===== src/rtl/mbikovitsky_lfsr_pkg.sv =====
// Shared constants and the LFSR step function for the 20-bit Fibonacci LFSR.
//   LFSR_W        state / tap mask width
//   CHUNK_W       width of one tap chunk shifted in per load cycle
//   LFSR_SEED     value the state returns to on reset and on lock-up
//   LFSR_MASK_MAX x^20+x^17+1 maximal-length mask (period 2^20-1)
package mbikovitsky_lfsr_pkg;

  localparam int LFSR_W  = 20;
  localparam int CHUNK_W = 5;

  localparam logic [LFSR_W-1:0] LFSR_SEED     = 20'h00001;
  localparam logic [LFSR_W-1:0] LFSR_MASK_MAX = 20'h90000;

  // One Fibonacci step: feedback is the parity of the tapped bits, shifted in
  // at the LSB. An all-zero result would lock the register forever, so it is
  // replaced by the seed.
  function automatic logic [LFSR_W-1:0] lfsr_next(input logic [LFSR_W-1:0] s,
                                                  input logic [LFSR_W-1:0] t);
    logic [LFSR_W-1:0] n;
    n = {s[LFSR_W-2:0], ^(s & t)};
    return (n == '0) ? LFSR_SEED : n;
  endfunction

endpackage


===== src/rtl/mbikovitsky_lfsr_if.sv =====
// Packed Tiny Tapeout style pin bus.
//   io_in[0]   clk
//   io_in[1]   reset_lfsr
//   io_in[2]   reset_taps
//   io_in[7:3] data_in (tap chunk)
//   io_out     low byte of the LFSR state
// master: the pad/harness side driving io_in; slave: the user design.
interface mbikovitsky_lfsr_if;
  logic [7:0] io_in;
  logic [7:0] io_out;

  modport master (output io_in, input  io_out);
  modport slave  (input  io_in, output io_out);
endinterface


===== src/rtl/mbikovitsky_lfsr_core.sv =====
// LFSR state, tap mask and step logic.
//   clk        rising-edge clock
//   reset_lfsr sync, active-high: state <= seed (taps untouched)
//   reset_taps sync, active-high: shift data_in into taps, state holds
//   step_en    advance the LFSR this edge (ignored while either reset is high)
//   data_in    tap chunk, MSB chunk first
//   io_byte    state[7:0]
module mbikovitsky_lfsr_core
  import mbikovitsky_lfsr_pkg::*;
(
  input  logic               clk,
  input  logic               reset_lfsr,
  input  logic               reset_taps,
  input  logic               step_en,
  input  logic [CHUNK_W-1:0] data_in,
  output logic [7:0]         io_byte
);

  logic [LFSR_W-1:0] state;
  logic [LFSR_W-1:0] taps;

  // taps has no reset value; it only changes while reset_taps is high, and it
  // still shifts when reset_lfsr is asserted in the same cycle.
  always_ff @(posedge clk) begin
    if (reset_taps) taps <= {taps[LFSR_W-CHUNK_W-1:0], data_in};
  end

  always_ff @(posedge clk) begin
    if (reset_lfsr)                   state <= LFSR_SEED;
    else if (!reset_taps && step_en)  state <= lfsr_next(state, taps);
  end

  assign io_byte = state[7:0];

endmodule


===== src/rtl/mbikovitsky_lfsr_top.sv =====
// Chip-level user design: 20-bit Fibonacci LFSR with loadable taps.
//   bus.io_in[0]   clk
//   bus.io_in[1]   reset_lfsr (sync, active-high)
//   bus.io_in[2]   reset_taps (sync, active-high tap-load enable)
//   bus.io_in[7:3] data_in tap chunk
//   bus.io_out     LFSR state[7:0]
// CLOCK_HZ: clock cycles per LFSR step (>= 1; 1 steps every cycle).
module mbikovitsky_lfsr_top
  import mbikovitsky_lfsr_pkg::*;
#(
  parameter int CLOCK_HZ = 1000
) (
  mbikovitsky_lfsr_if.slave bus
);

  localparam int DIV_W = (CLOCK_HZ > 1) ? $clog2(CLOCK_HZ) : 1;
  localparam logic [DIV_W-1:0] DIV_RELOAD = DIV_W'(CLOCK_HZ - 1);

  logic               clk;
  logic               reset_lfsr;
  logic               reset_taps;
  logic [CHUNK_W-1:0] data_in;

  assign clk        = bus.io_in[0];
  assign reset_lfsr = bus.io_in[1];
  assign reset_taps = bus.io_in[2];
  assign data_in    = bus.io_in[7:3];

  // Down-counter; the LFSR steps on the cycle it sits at zero and reloads.
  // A tap load freezes it so the step phase survives reprogramming.
  logic [DIV_W-1:0] div;
  logic             step_en;

  assign step_en = (div == '0) && !reset_lfsr && !reset_taps;

  always_ff @(posedge clk) begin
    if (reset_lfsr)      div <= DIV_RELOAD;
    else if (reset_taps) div <= div;
    else if (div != '0)  div <= div - 1'b1;
    else                 div <= DIV_RELOAD;
  end

  mbikovitsky_lfsr_core u_core (
    .clk        (clk),
    .reset_lfsr (reset_lfsr),
    .reset_taps (reset_taps),
    .step_en    (step_en),
    .data_in    (data_in),
    .io_byte    (bus.io_out)
  );

endmodule


===== src/flat_wrapper.sv =====
// flat-port wrapper written by rule: the top's interface ports become plain ports
module mbikovitsky_lfsr_top_flat import mbikovitsky_lfsr_pkg::*;
#(
  parameter int CLOCK_HZ = 1000
)
  (bus_io_in, bus_io_out);
  mbikovitsky_lfsr_if bus_i ();
  input wire logic [$bits(bus_i.io_in)-1:0] bus_io_in;
  output wire logic [$bits(bus_i.io_out)-1:0] bus_io_out;
  assign bus_i.io_in = bus_io_in;
  assign bus_io_out = bus_i.io_out;
  mbikovitsky_lfsr_top #(.CLOCK_HZ(CLOCK_HZ)) u_core (.bus(bus_i));
endmodule

===== config.mk =====
export PLATFORM = sky130hd
export DESIGN_NAME = mbikovitsky_lfsr_top_flat
export DESIGN_NICKNAME = d
export VERILOG_FILES = /design/src/rtl/mbikovitsky_lfsr_pkg.sv /design/src/rtl/mbikovitsky_lfsr_if.sv /design/src/rtl/mbikovitsky_lfsr_core.sv /design/src/rtl/mbikovitsky_lfsr_top.sv /design/src/flat_wrapper.sv
export SDC_FILE = /design/constraint.sdc
export NUM_CORES = 1
export LEC_CHECK = 0
export ABC_CLOCK_PERIOD_IN_PS = 1950
export BUFFER_PORTS_ARGS = -buffer_cell sky130_fd_sc_hd__buf_2
export CORE_UTILIZATION = 49
export DETAILED_ROUTE_END_ITERATION = 10
export HOLD_SLACK_MARGIN = 0.03
export PLACE_DENSITY = 0.7
export SLEW_MARGIN = 20
export SYNTH_ARGS = -nofsm -noshare
export SYNTH_HDL_FRONTEND = slang
export SYNTH_SLANG_ARGS = --single-unit

===== constraint.sdc =====
create_clock -name bus_io_in -period 1.95 [get_ports bus_io_in]
set_input_delay 0.0975 -clock bus_io_in [delete_from_list [all_inputs] [get_ports bus_io_in]]
set_output_delay 0.0975 -clock bus_io_in [all_outputs]
set_load 0.02 [all_outputs]

==> flow_summary.json <==
{
  "final_cell_mix": "26 x dfxtp_1, 21 x nand2_1, 20 x edfxtp_1",
  "p_sw_uw": 1836,
  "syn_nets": 175,
  "outcome": "complete, but fails checks",
  "ys_warn_count": 0,
  "nets": 213,
  "place_area_um2": 2106,
  "pwr-share-clk_pct": 74.9,
  "antenna_found_initial": 0,
  "wl_per_cell_um": 20.97,
  "stdcell_area_um2": 2725,
  "dieWidth_um": 66.32,
  "initial_core_util_pct": 51.04,
  "synth_cells": 166,
  "synthTopCellsByArea": "dfxtp_1 30%, edfxtp_1 30%, a22o_1 8.2%",
  "leakage_uw": 0.001127,
  "p_comb_share_pct": 0,
  "drv_slew": 0,
  "track_usage_pct": 27.77,
  "grt_pass1_vias": 2078,
  "avgSynthCellArea_um2": 12.21,
  "drcViolationCount": 0,
  "tightest_slew_ns": 0.3966,
  "viasPerCell": 6.053,
  "synth_top_area_share_pct": 29.63,
  "path_class": "reg -> reg",
  "tns_ns": -7.004,
  "final_common_cell": "dfxtp_1",
  "p_sw_share_pct": 35.67,
  "violations": "negative hold slack, negative setup slack",
  "max-slew-margin-rel_pct": 73.31,
  "vdd_ir_drop_max_v": 0.001482,
  "clkLatencyLatePin_ns": 0.31,
  "path_buf_inv": 3,
  "hold-worst-slack_ns": -0.2211,
  "cp_max_fo": 6,
  "overflow": 0,
  "arrival_ns": 2.50,
  "yosys.area.top_type": "dfxtp_1",
  "required_ns": 2.16,
  "setup_slack_ns": -0.3384,
  "core_area_um2": 3971,
  "yosysSeqAreaShare_pct": 59.26,
  "period_share_pct": 117.4,
  "port_buffers": 8,
  "maxCapViolCount": 0,
  "fin_util_pct": 68.62,
  "die_h_um": 66.32,
  "netlist_area_um2": 2027,
  "worstSetupStartpointType": "register",
  "cellPowerDensity_nw_per_um2": 1889,
  "ant_nets": 0,
  "dpl.hpwl_mm": 2.367,
  "crit_slowest_cell": "or4_4",
  "io_pins": 16,
  "hold_viol_final": 5,
  "path_cells": "or4_4 -> or3_4 -> buf_6 -> nor3_4 -> clkbuf_8 -> nor2_4 -> clkbuf_16 -> a22o_4",
  "cp_top_family": "simple AND/OR/NAND/NOR gates",
  "drt-initial-drc-count": 191,
  "cts_tree": "built",
  "grt_pass1_wl_mm": 8.556,
  "vias": 1586,
  "p_seq_share_pct": 25.1,
  "firstDrtPassIters": 6,
  "setup_violations": 28,
  "ys_ff_latch": 50,
  "place_congestion": 0.7936,
  "skew_ns": 0.008323,
  "synth_cell_types": 31,
  "rsz0062_at_grt": "true",
  "drt-total-wl_mm": 5.494,
  "hp-class": "clk -> reg",
  "dieArea_um2": 4398,
  "rows": 23,
  "max_stage_delay_ns": 0.53,
  "period_needed_ns": 2.288,
  "fmaxAchievable_mhz": 437.0,
  "grt_max_degree": 16,
  "synthToLayoutAreaGrowth_pct": 34.44,
  "clk_pin_slew_ns": 0.09,
  "end_kind": "register",
  "antennaDiodeCount": 0,
  "final_layout_size_suffix_gt1_share_pct": 38.68,
  "internal-power_uw": 3312
}
==> cell usage after synthesis <==
cell      instances
inv_1             4
or3_4             1
buf_4             8
nor3_4            1
a32oi_1           1
xor2_1            7
buf_2             2
a22o_1           19
nor2b_1           2
nor4_2            1
or2_2             1
nor3_1            3
nand2b_1          2
xnor2_1          18
nor2_1            2
o21ai_0           1
dfxtp_1          30
buf_6             2
nor2_2            1
ha_1              1
or4_1             1
nor4_1            6
or3_1             1
or4_4             1
xnor3_1           1
mux2i_1           1
clkbuf_1          1
nand3b_1          1
edfxtp_1         20
nand2_1          25
nand4_1           1
==> cell type report <==
| class | count | area, um^2 |
|---|---|---|
| clock inverter | 8 | 73.82 |
| fill | 259 | 1246 |
| tap | 50 | 62.56 |
| multi-input combinational | 99 | 807.0 |
| clock buffer | 32 | 424.2 |
| inverter | 4 | 20.02 |
| sequential | 50 | 1211 |
| timing repair buffer | 19 | 126.4 |
==> power by group through the flow <==
stage	combinational (uW)	sequential (uW)	clock [uW]
global placement	0.000193	1340	751
floorplan	0.000143	1340	962
global route	0.000205	1290	4180
CTS	0.000200	1300	3690
detailed placement	0.000193	1340	751
finish	0.000205	1290	3860
==> sequential cells by signal (all words and copies together), names as in the netlist <==
signal and flops:
u_core.u_core.state 20, u_core.u_core.taps 20, u_core.div 10
==> cells by family after synthesis <==
family          count (synthesis)  share of synthesized area (%)
fa+ha+maj                       1                         0.6172
flops                          50                          59.26
compound gates                 21                          8.889
mux                             1                         0.4938
simple gates                   50                          13.33
buf+inv                        17                          5.493
xor+xnor                       26                          11.91
==> through the flow <==
stage	worst slack, ns	std cells	total power, uW
after floorplan	-0.1850	166	2299
after global placement	-0.7636	220	2087
after detailed placement	-0.7636	220	2087
after CTS	-0.4082	260	4986
after global routing	-0.3823	262	5468
final	-0.3384	262	5148
==> what timing repair did <==
item / in CTS / in global routing
pin swaps: 10 / 10
cloned: 1 / 1
gates resized for setup: 19 / 14
hold endpoints to repair: 0 / 0
hold buffers: 0 / 0
setup endpoints to repair: 32 / 33
buffers inserted: 8 / 2
==> path summary, 6_finish.rpt <==
| kind | start | end | slack [ns] | depth (start not counted) |
|---|---|---|---|---|
| worst max-delay path | u_core.div[6] | u_core.u_core.state[8] | -0.34 | 8 |
| worst min-delay path | bus_io_in[6] | u_core.u_core.taps[3] | -0.22 | 0 |
| worst max register to register | u_core.div[6] | u_core.u_core.state[8] | -0.34 | 8 |
| worst min register to register | u_core.u_core.taps[3] | u_core.u_core.taps[8] | 0.46 | 0 |
==> metal layers <==
layer	global-route usage (%)	part of all wire, %	vias to the layer above	wire length [um]
met4	34.84	6.0	0	329
met2	28.57	44	117	2427
met3	26.72	11	43	606
met1	26.91	39	759	2130
li1	-	-	667	-
met5	1.389	0	-	0
==> worst register-to-register path, stage by stage, from the launching register on <==
cell and delay, ns:
dfxtp_2 0.34, or4_4 0.53, or3_4 0.35, buf_6 0.13
nor3_4 0.21, clkbuf_8 0.18, nor2_4 0.05, clkbuf_16 0.15
a22o_4 0.25
No activity file was read; power rests on OpenSTA's default activity.
